===== src/rtl/score_pkg.sv =====
// Shared types and constants for the BCD score keeper.
package score_pkg;

  localparam int NDIG_C = 5;
  localparam int NREQ_C = 4;
  localparam int BCD_W  = 4;

  typedef enum logic [1:0] {
    IDLE,
    ADD,
    DONE
  } state_t;

  typedef logic [NDIG_C*BCD_W-1:0] bcd_score_t;

endpackage


===== src/rtl/score_keeper_bcd_digit_add.sv =====
// Single BCD digit adder with decimal carry; purely combinational.
module bcd_digit_add (
  input  logic [3:0] a,
  input  logic [3:0] b,
  input  logic       cin,
  output logic [3:0] s,
  output logic       cout
);

  logic [4:0] sum;

  always_comb begin
    sum = {1'b0, a} + {1'b0, b} + {4'b0000, cin};
    if (sum > 5'd9) begin
      s    = 4'(sum - 5'd10);
      cout = 1'b1;
    end else begin
      s    = sum[3:0];
      cout = 1'b0;
    end
  end

endmodule


===== src/rtl/score_keeper.sv =====
// Round-robin BCD score accumulator: one digit per cycle, saturating at all 9s,
// with a frame-latched display copy and a persistent high score.
module score_keeper
  import score_pkg::*;
#(
  parameter int NREQ = NREQ_C,
  parameter int NDIG = NDIG_C
) (
  input  logic                    clk,
  input  logic                    rst_n,
  input  logic [NREQ-1:0]         add_req,
  input  logic [NREQ*8-1:0]       add_pts,
  input  logic                    clear,
  input  logic                    frame_start,
  output logic [NREQ-1:0]         add_ack,
  output logic                    busy,
  output logic [NDIG*BCD_W-1:0]   score_bcd,
  output logic [NDIG*BCD_W-1:0]   hi_bcd
);

  localparam int SW = NDIG * BCD_W;
  localparam int GW = (NREQ > 1) ? $clog2(NREQ) : 1;

  state_t          state, state_nxt;
  logic [2:0]      idx;
  logic            carry;
  logic [GW-1:0]   rr, grant_q, winner;
  logic            found;
  logic [7:0]      pts_q, pts_sel;
  logic [SW-1:0]   work, hi_q, disp_q;
  logic [3:0]      a_dig, b_dig, s_dig;
  logic            cout;
  logic            last_dig;
  logic [GW:0]     cand;

  // Cyclic search starting at rr; cand carries one spare bit to handle the wrap.
  always_comb begin
    // NOTE: every always_comb output gets a default first so no path infers a latch.
    found  = 1'b0;
    winner = '0;
    cand   = '0;
    for (int off = 0; off < NREQ; off++) begin
      cand = {1'b0, rr} + (GW+1)'(off);
      if (cand >= (GW+1)'(NREQ)) cand = cand - (GW+1)'(NREQ);
      if (!found && add_req[cand[GW-1:0]]) begin
        found  = 1'b1;
        winner = cand[GW-1:0];
      end
    end
  end

  always_comb begin
    pts_sel = '0;
    for (int r = 0; r < NREQ; r++) begin
      if (winner == GW'(r)) pts_sel = add_pts[r*8 +: 8];
    end
  end

  always_comb begin
    a_dig = '0;
    for (int d = 0; d < NDIG; d++) begin
      if (idx == 3'(d)) a_dig = work[d*BCD_W +: BCD_W];
    end
    case (idx)
      3'd0:    b_dig = pts_q[3:0];
      3'd1:    b_dig = pts_q[7:4];
      default: b_dig = 4'd0;
    endcase
    last_dig = (idx == 3'(NDIG-1));
  end

  bcd_digit_add u_digit (
    .a    (a_dig),
    .b    (b_dig),
    .cin  (carry),
    .s    (s_dig),
    .cout (cout)
  );

  always_comb begin
    state_nxt = state;
    case (state)
      IDLE:    if (found) state_nxt = ADD;
      ADD:     if (last_dig) state_nxt = DONE;
      DONE:    state_nxt = IDLE;
      default: state_nxt = IDLE;
    endcase
    if (clear) state_nxt = IDLE;
  end

  // A clear landing in DONE aborts the add, so the ack is masked as well.
  always_comb begin
    add_ack = '0;
    if (state == DONE && !clear) add_ack[grant_q] = 1'b1;
    busy = (state != IDLE);
  end

  always_ff @(posedge clk) begin
    if (!rst_n) begin
      // NOTE: sequential state uses non-blocking assignments so every register sees pre-edge values.
      state   <= IDLE;
      idx     <= '0;
      carry   <= 1'b0;
      rr      <= '0;
      grant_q <= '0;
      pts_q   <= '0;
      work    <= '0;
      hi_q    <= '0;
      disp_q  <= '0;
    end else begin
      state <= state_nxt;
      if (frame_start) disp_q <= work;
      if (clear) begin
        work  <= '0;
        idx   <= '0;
        carry <= 1'b0;
      end else begin
        case (state)
          IDLE: begin
            if (found) begin
              grant_q <= winner;
              pts_q   <= pts_sel;
              idx     <= '0;
              carry   <= 1'b0;
            end
          end
          ADD: begin
            if (last_dig && cout) begin
              work <= {NDIG{4'h9}};
            end else begin
              for (int d = 0; d < NDIG; d++) begin
                if (idx == 3'(d)) work[d*BCD_W +: BCD_W] <= s_dig;
              end
            end
            carry <= cout;
            idx   <= idx + 3'd1;
          end
          DONE: begin
            if (work > hi_q) hi_q <= work;
            rr  <= (grant_q == GW'(NREQ-1)) ? '0 : grant_q + GW'(1);
            idx <= '0;
          end
          default: ;
        endcase
      end
    end
  end

  assign score_bcd = disp_q;
  assign hi_bcd    = hi_q;

endmodule


===== config.mk =====
export PLATFORM = sky130hd
export DESIGN_NAME = score_keeper
export DESIGN_NICKNAME = d
export VERILOG_FILES = /design/src/rtl/score_pkg.sv /design/src/rtl/score_keeper_bcd_digit_add.sv /design/src/rtl/score_keeper.sv
export SDC_FILE = /design/constraint.sdc
export NUM_CORES = 1
export LEC_CHECK = 0
export CORE_MARGIN = 4
export CORE_UTILIZATION = 45
export DETAILED_ROUTE_END_ITERATION = 7
export GPL_ROUTABILITY_DRIVEN = 0
export GPL_TIMING_DRIVEN = 0
export HOLD_SLACK_MARGIN = 0.05
export PLACE_DENSITY = 0.71
export SLEW_MARGIN = 20
export SYNTH_ARGS = -nofsm -noshare
export SYNTH_HDL_FRONTEND = slang
export SYNTH_SLANG_ARGS = --single-unit

===== constraint.sdc =====
create_clock -name clk -period 10.2 [get_ports clk]
set_input_delay 2.55 -clock clk [delete_from_list [all_inputs] [get_ports clk]]
set_output_delay 2.55 -clock clk [all_outputs]
set_load 0.02 [all_outputs]

# Word-level counts from Yosys, hierarchy flattened
# Cells that the tools add are included.
# Widths: inputs -> output; s select.
# word_totals
register_bits	78
output_inout_bits	45
# op_classes
add_sub_neg	12
magnitude_cmp	12
eq_ne	12
n_mux	49
bitwise	2
reduce_logical	33
# op_table
op	n
$mux 4	12
$mux 8	4
$mux 2	11
$gt 20x20->1	1
$mux 20	1
$reduce_and 2->1	9
$lt 2x3->1 const B	5
$reduce_bool 2->1	7
$mux 1	11
$ge 3x3->1 const B	3
$pmux 3 s3	1
$bmux 1 s2	4
$eq 2x2->1 const B	4
$pmux 4 s2	1
$sub 2x1->2 const B	4
$add 2x2->3 const B	2
$eq 3x2->1 const B	2
$logic_and 1x1->1	6
$reduce_and 3->1	2
$add 4x4->5	1
$add 5x1->5	1
$gt 5x4->1 const B	1
$eq 2x1->1 const B	2
$logic_not 1->1	4
other kinds (18)	21

# Depth between registers and ports, before layout
# logic_depth
depth_word	19
mapped_depth	17

# Modules after synthesis
# Synthesis repeated with hierarchy kept, for this count alone.
# hier_totals
cells_unflattened	469
area_unflattened_um2	4286.6
# by_module_without_submodules
module	n_inst	cells_each	area_per_inst_um2
score_keeper	1	447	4075.2
bcd_digit_add	1	22	211.5

# Worst setup path after synthesis
# No wires, ideal clock.
# synth_timing
path_kind	input port to output port
start	in clear
end	out add_ack[0]
arrival_ns	3.107
required_ns	7.650
path_slack_ns	4.543
cell_stages	2
cell_sequence	nor2b_1 and2_1
# synth_between
elab_chain_len	3
# synth_lines
element	line	source
from (decl)	score_keeper.sv:13	input logic clear,
$logic_not 1->1	score_keeper.sv:94	if (state == DONE && !clear) add_ack[grant_q] = 1'b1;
$logic_and 1x1->1	score_keeper.sv:94	
$mux 4	score_keeper.sv:94	
to (decl)	score_keeper.sv:15	output logic [NREQ-1:0] add_ack,
# No other way between the ends.

# Worst setup path after layout
# layout_timing
start	in clear
end	out add_ack[2]
# Same word-level chain as after synthesis.

==> results.sh <==
export IMPL_outcome="finished clean"
export IMPL_grt_ovfl_total=0
export IMPL_port_buffers=82
export IMPL_ant_nets=0
export IMPL_io_pins=85
export IMPL_post_route_period_util_pct=68.6
export IMPL_worstSetupPathType="in2out"
export IMPL_tightest_slew_ns=0.817
export IMPL_cellPowerDensity_nw_per_um2=119
export IMPL_drive_above_1_share_pct=5.80
export IMPL_syn2layout_area_growth_pct=27.6
export IMPL_fin_ws_ns=3.21
export IMPL_gr_usage_all_layers_pct=19.5
export IMPL_clock_root_buffer="clkbuf_8"
export IMPL_maxCapViolCount=0
export IMPL_die_area_sq_um=11500
export IMPL_multi_input_area_sq_um=2620
export IMPL_fin_tns_setup_ns=0
export IMPL_layout_commonest_cell="clkdlybuf4s50_1"
export IMPL_grt_max_degree=14
export IMPL_postSynthAreaPerCell_sq_um=9.06
export IMPL_worst_r2r_setup_slack_ns=5.62
export IMPL_finalSetupViolations=0
export IMPL_netlist_cell_type_count=44
export IMPL_antenna_found_initial=0
export IMPL_synth_nets=567
export IMPL_ys_seq_elements=78
export IMPL_rows=35
export IMPL_seqCellArea_sq_um=1560
export IMPL_dp_hpwl_microns=8340
export IMPL_cts_sinks=78
export IMPL_clk_pin_slew_ns=0.08
export IMPL_nFillCells=848
export IMPL_drc=0
export IMPL_wl_per_cell_microns=15.1
export IMPL_worstPathArrival_ns=4.44
export IMPL_worstHoldPathType="reg2reg"
export IMPL_yosysWarnings=0
export IMPL_preCtsSetupSlack_ns=3.23
export IMPL_clockBufferDepth=2
export IMPL_syn_area_sq_um=4420
export IMPL_nNetsFinal=660
export IMPL_cts_buffers=9
export IMPL_initial_core_util_pct=47.0
export IMPL_post_drt_via_cell_ratio=5.39
export IMPL_fp_dieW_microns=107
export IMPL_rsz0062_at_grt="false"
export IMPL_clock_skew_ns=0.00900
export IMPL_drt_wl_total_microns=10800
export IMPL_worst_path_max_fanout=8
export IMPL_cp_end_kind="primary output"
export IMPL_finalHoldViolations=0
export IMPL_vias=3857
export IMPL_drt_pass1_iterations=8
export IMPL_fmax_mhz=143
export IMPL_fp_dieH_microns=107
export IMPL_seq_area_frac_synth_pct=35.3
export IMPL_n_antenna_cell=0
export IMPL_clock_latency_ns=0.36
export IMPL_grt_pass1_vias=3829
export IMPL_fin_crit_ns=6.99
export IMPL_crit_required_ns=7.65
export IMPL_post_cts_buffers=0
export IMPL_post_cts_resize_count=0
export IMPL_p_leak_nw=2.12
export IMPL_slew_limit_headroom_pct=45.5
export IMPL_synthCells=488
export IMPL_cts_hold_buf=0
export IMPL_cts_htree_levels=3
export IMPL_cts_tree="done"
export IMPL_vdd_drop_max_mv=0.0788
export IMPL_drtIter0Drc=293
export IMPL_grt_pass1_wl_microns=18100
export IMPL_final_cell_mix="82 x clkdlybuf4s50_1, 78 x dfxtp_1, 67 x mux2i_1, 48 x nor2b_1, 37 x ha_1"
export IMPL_coreArea_sq_um=9420
export IMPL_slew_violations=0
export IMPL_startpoint_type="primary input"
where the power goes:
part | leakage (nW) | internal [W] | switching [W]
clock network | 0.121 | 0.000163 | 0.000115
logic | 1.37 | 0.0000413 | 0.0000391
registers | 0.630 | 0.000308 | 0.00000312
registers in the layout (all words and copies together), names as in the netlist:
name	count
idx	3
carry	1
grant_q	2
hi_bcd	20
state	2
rr	2
work	20
score_bcd	20
pts_q	8
routing by layer:
layer	up-vias	part of all wire, %	GRT usage, %
met2	162	47	32.8
met1	1783	44	24.1
met3	20	7.6	5.06
li1	1892	-	-
met5	-	0	0
met4	0	1.9	6.30
worst paths after layout:
kind / from / to / cells past startpoint
setup / recovery: clear / add_ack[2] / 4
hold / removal: pts_q[5] / pts_q[5] / 2
setup reg to reg: idx[0] / work[13] / 17
hold reg to reg: pts_q[5] / pts_q[5] / 2
worst max-delay path, stage by stage:
cell and delay [ns]:
clkdlybuf4s50_1 0.51, nor2b_1 0.56, and2_1 0.22, clkdlybuf4s50_1 0.60
cell families after synthesis:
kind of cell             Yosys count  share of synthesized area, %
flip-flops                        78                          35.3
AND/OR/NAND/NOR                  148                          17.2
multiplexers                      78                          18.0
XOR/XNOR                           1                         0.198
AO/OA/AOI/OAI                     89                          12.6
buffers and inverters             55                          5.40
adder cells (fa/ha/maj)           39                          11.4
cell usage after synthesis (all sizes together):
| library cell | count | share of area, % |
|---|---|---|
| a211oi | 5 | 0.85 |
| a21bo | 1 | 0.23 |
| a21o | 2 | 0.34 |
| a21oi | 30 | 3.4 |
| a221oi | 1 | 0.20 |
| a222oi | 4 | 0.91 |
| a22o | 1 | 0.20 |
| a22oi | 5 | 0.85 |
| a311oi | 1 | 0.20 |
| a31oi | 1 | 0.14 |
| a41oi | 1 | 0.37 |
| and2 | 7 | 0.99 |
| and3 | 1 | 0.14 |
| and3b | 1 | 0.20 |
| buf | 6 | 1.2 |
| clkbuf | 14 | 1.2 |
| clkinv | 1 | 0.085 |
| dfxtp | 78 | 35 |
| fa | 2 | 0.91 |
| ha | 37 | 10 |
| inv | 34 | 2.9 |
| mux2 | 11 | 2.8 |
| mux2i | 67 | 15 |
| nand2 | 35 | 3.0 |
| nand2b | 3 | 0.42 |
| nand3 | 7 | 0.79 |
| nand4 | 6 | 0.85 |
| nor2 | 27 | 2.3 |
| nor2b | 48 | 6.8 |
| nor3 | 7 | 0.79 |
| nor3b | 3 | 0.51 |
| nor4 | 1 | 0.14 |
| o211ai | 2 | 0.34 |
| o21a | 3 | 0.51 |
| o21ai | 21 | 2.4 |
| o221ai | 1 | 0.20 |
| o22ai | 9 | 1.3 |
| o311ai | 1 | 0.20 |
| or3 | 1 | 0.14 |
| or4 | 1 | 0.17 |
| xnor2 | 1 | 0.20 |
through the flow:
| stage | utilization, % | hold WS (ns) | instances | total power, W | area, sq um |
|---|---|---|---|---|---|
| 3_5_place_dp | 57.4 | 0.460 | 699 | 0.000398 | 5410 |
| 5_1_grt | 59.9 | 0.498 | 715 | 0.000696 | 5640 |
| 4_1_cts | 59.9 | 0.475 | 715 | 0.000675 | 5640 |
| 6_report | 59.9 | 0.472 | 715 | 0.000670 | 5640 |
| 3_3_place_gp | 57.4 | 0.455 | 699 | 0.000396 | 5410 |
| 2_1_floorplan | - | 0.446 | 488 | 0.000369 | 4420 |
cell type report:
| type | instances | area share (%) |
|---|---|---|
| Buffer | 20 | 1.91 |
| Clock buffer | 10 | 2.26 |
| Clock inverter | 6 | 1.93 |
| Inverter | 35 | 2.33 |
| Multi-Input combinational cell | 355 | 46.5 |
| Sequential cell | 78 | 27.7 |
| Tap cell | 129 | 2.86 |
| Timing Repair Buffer | 82 | 14.5 |
Power figures use the tool's default switching activity.
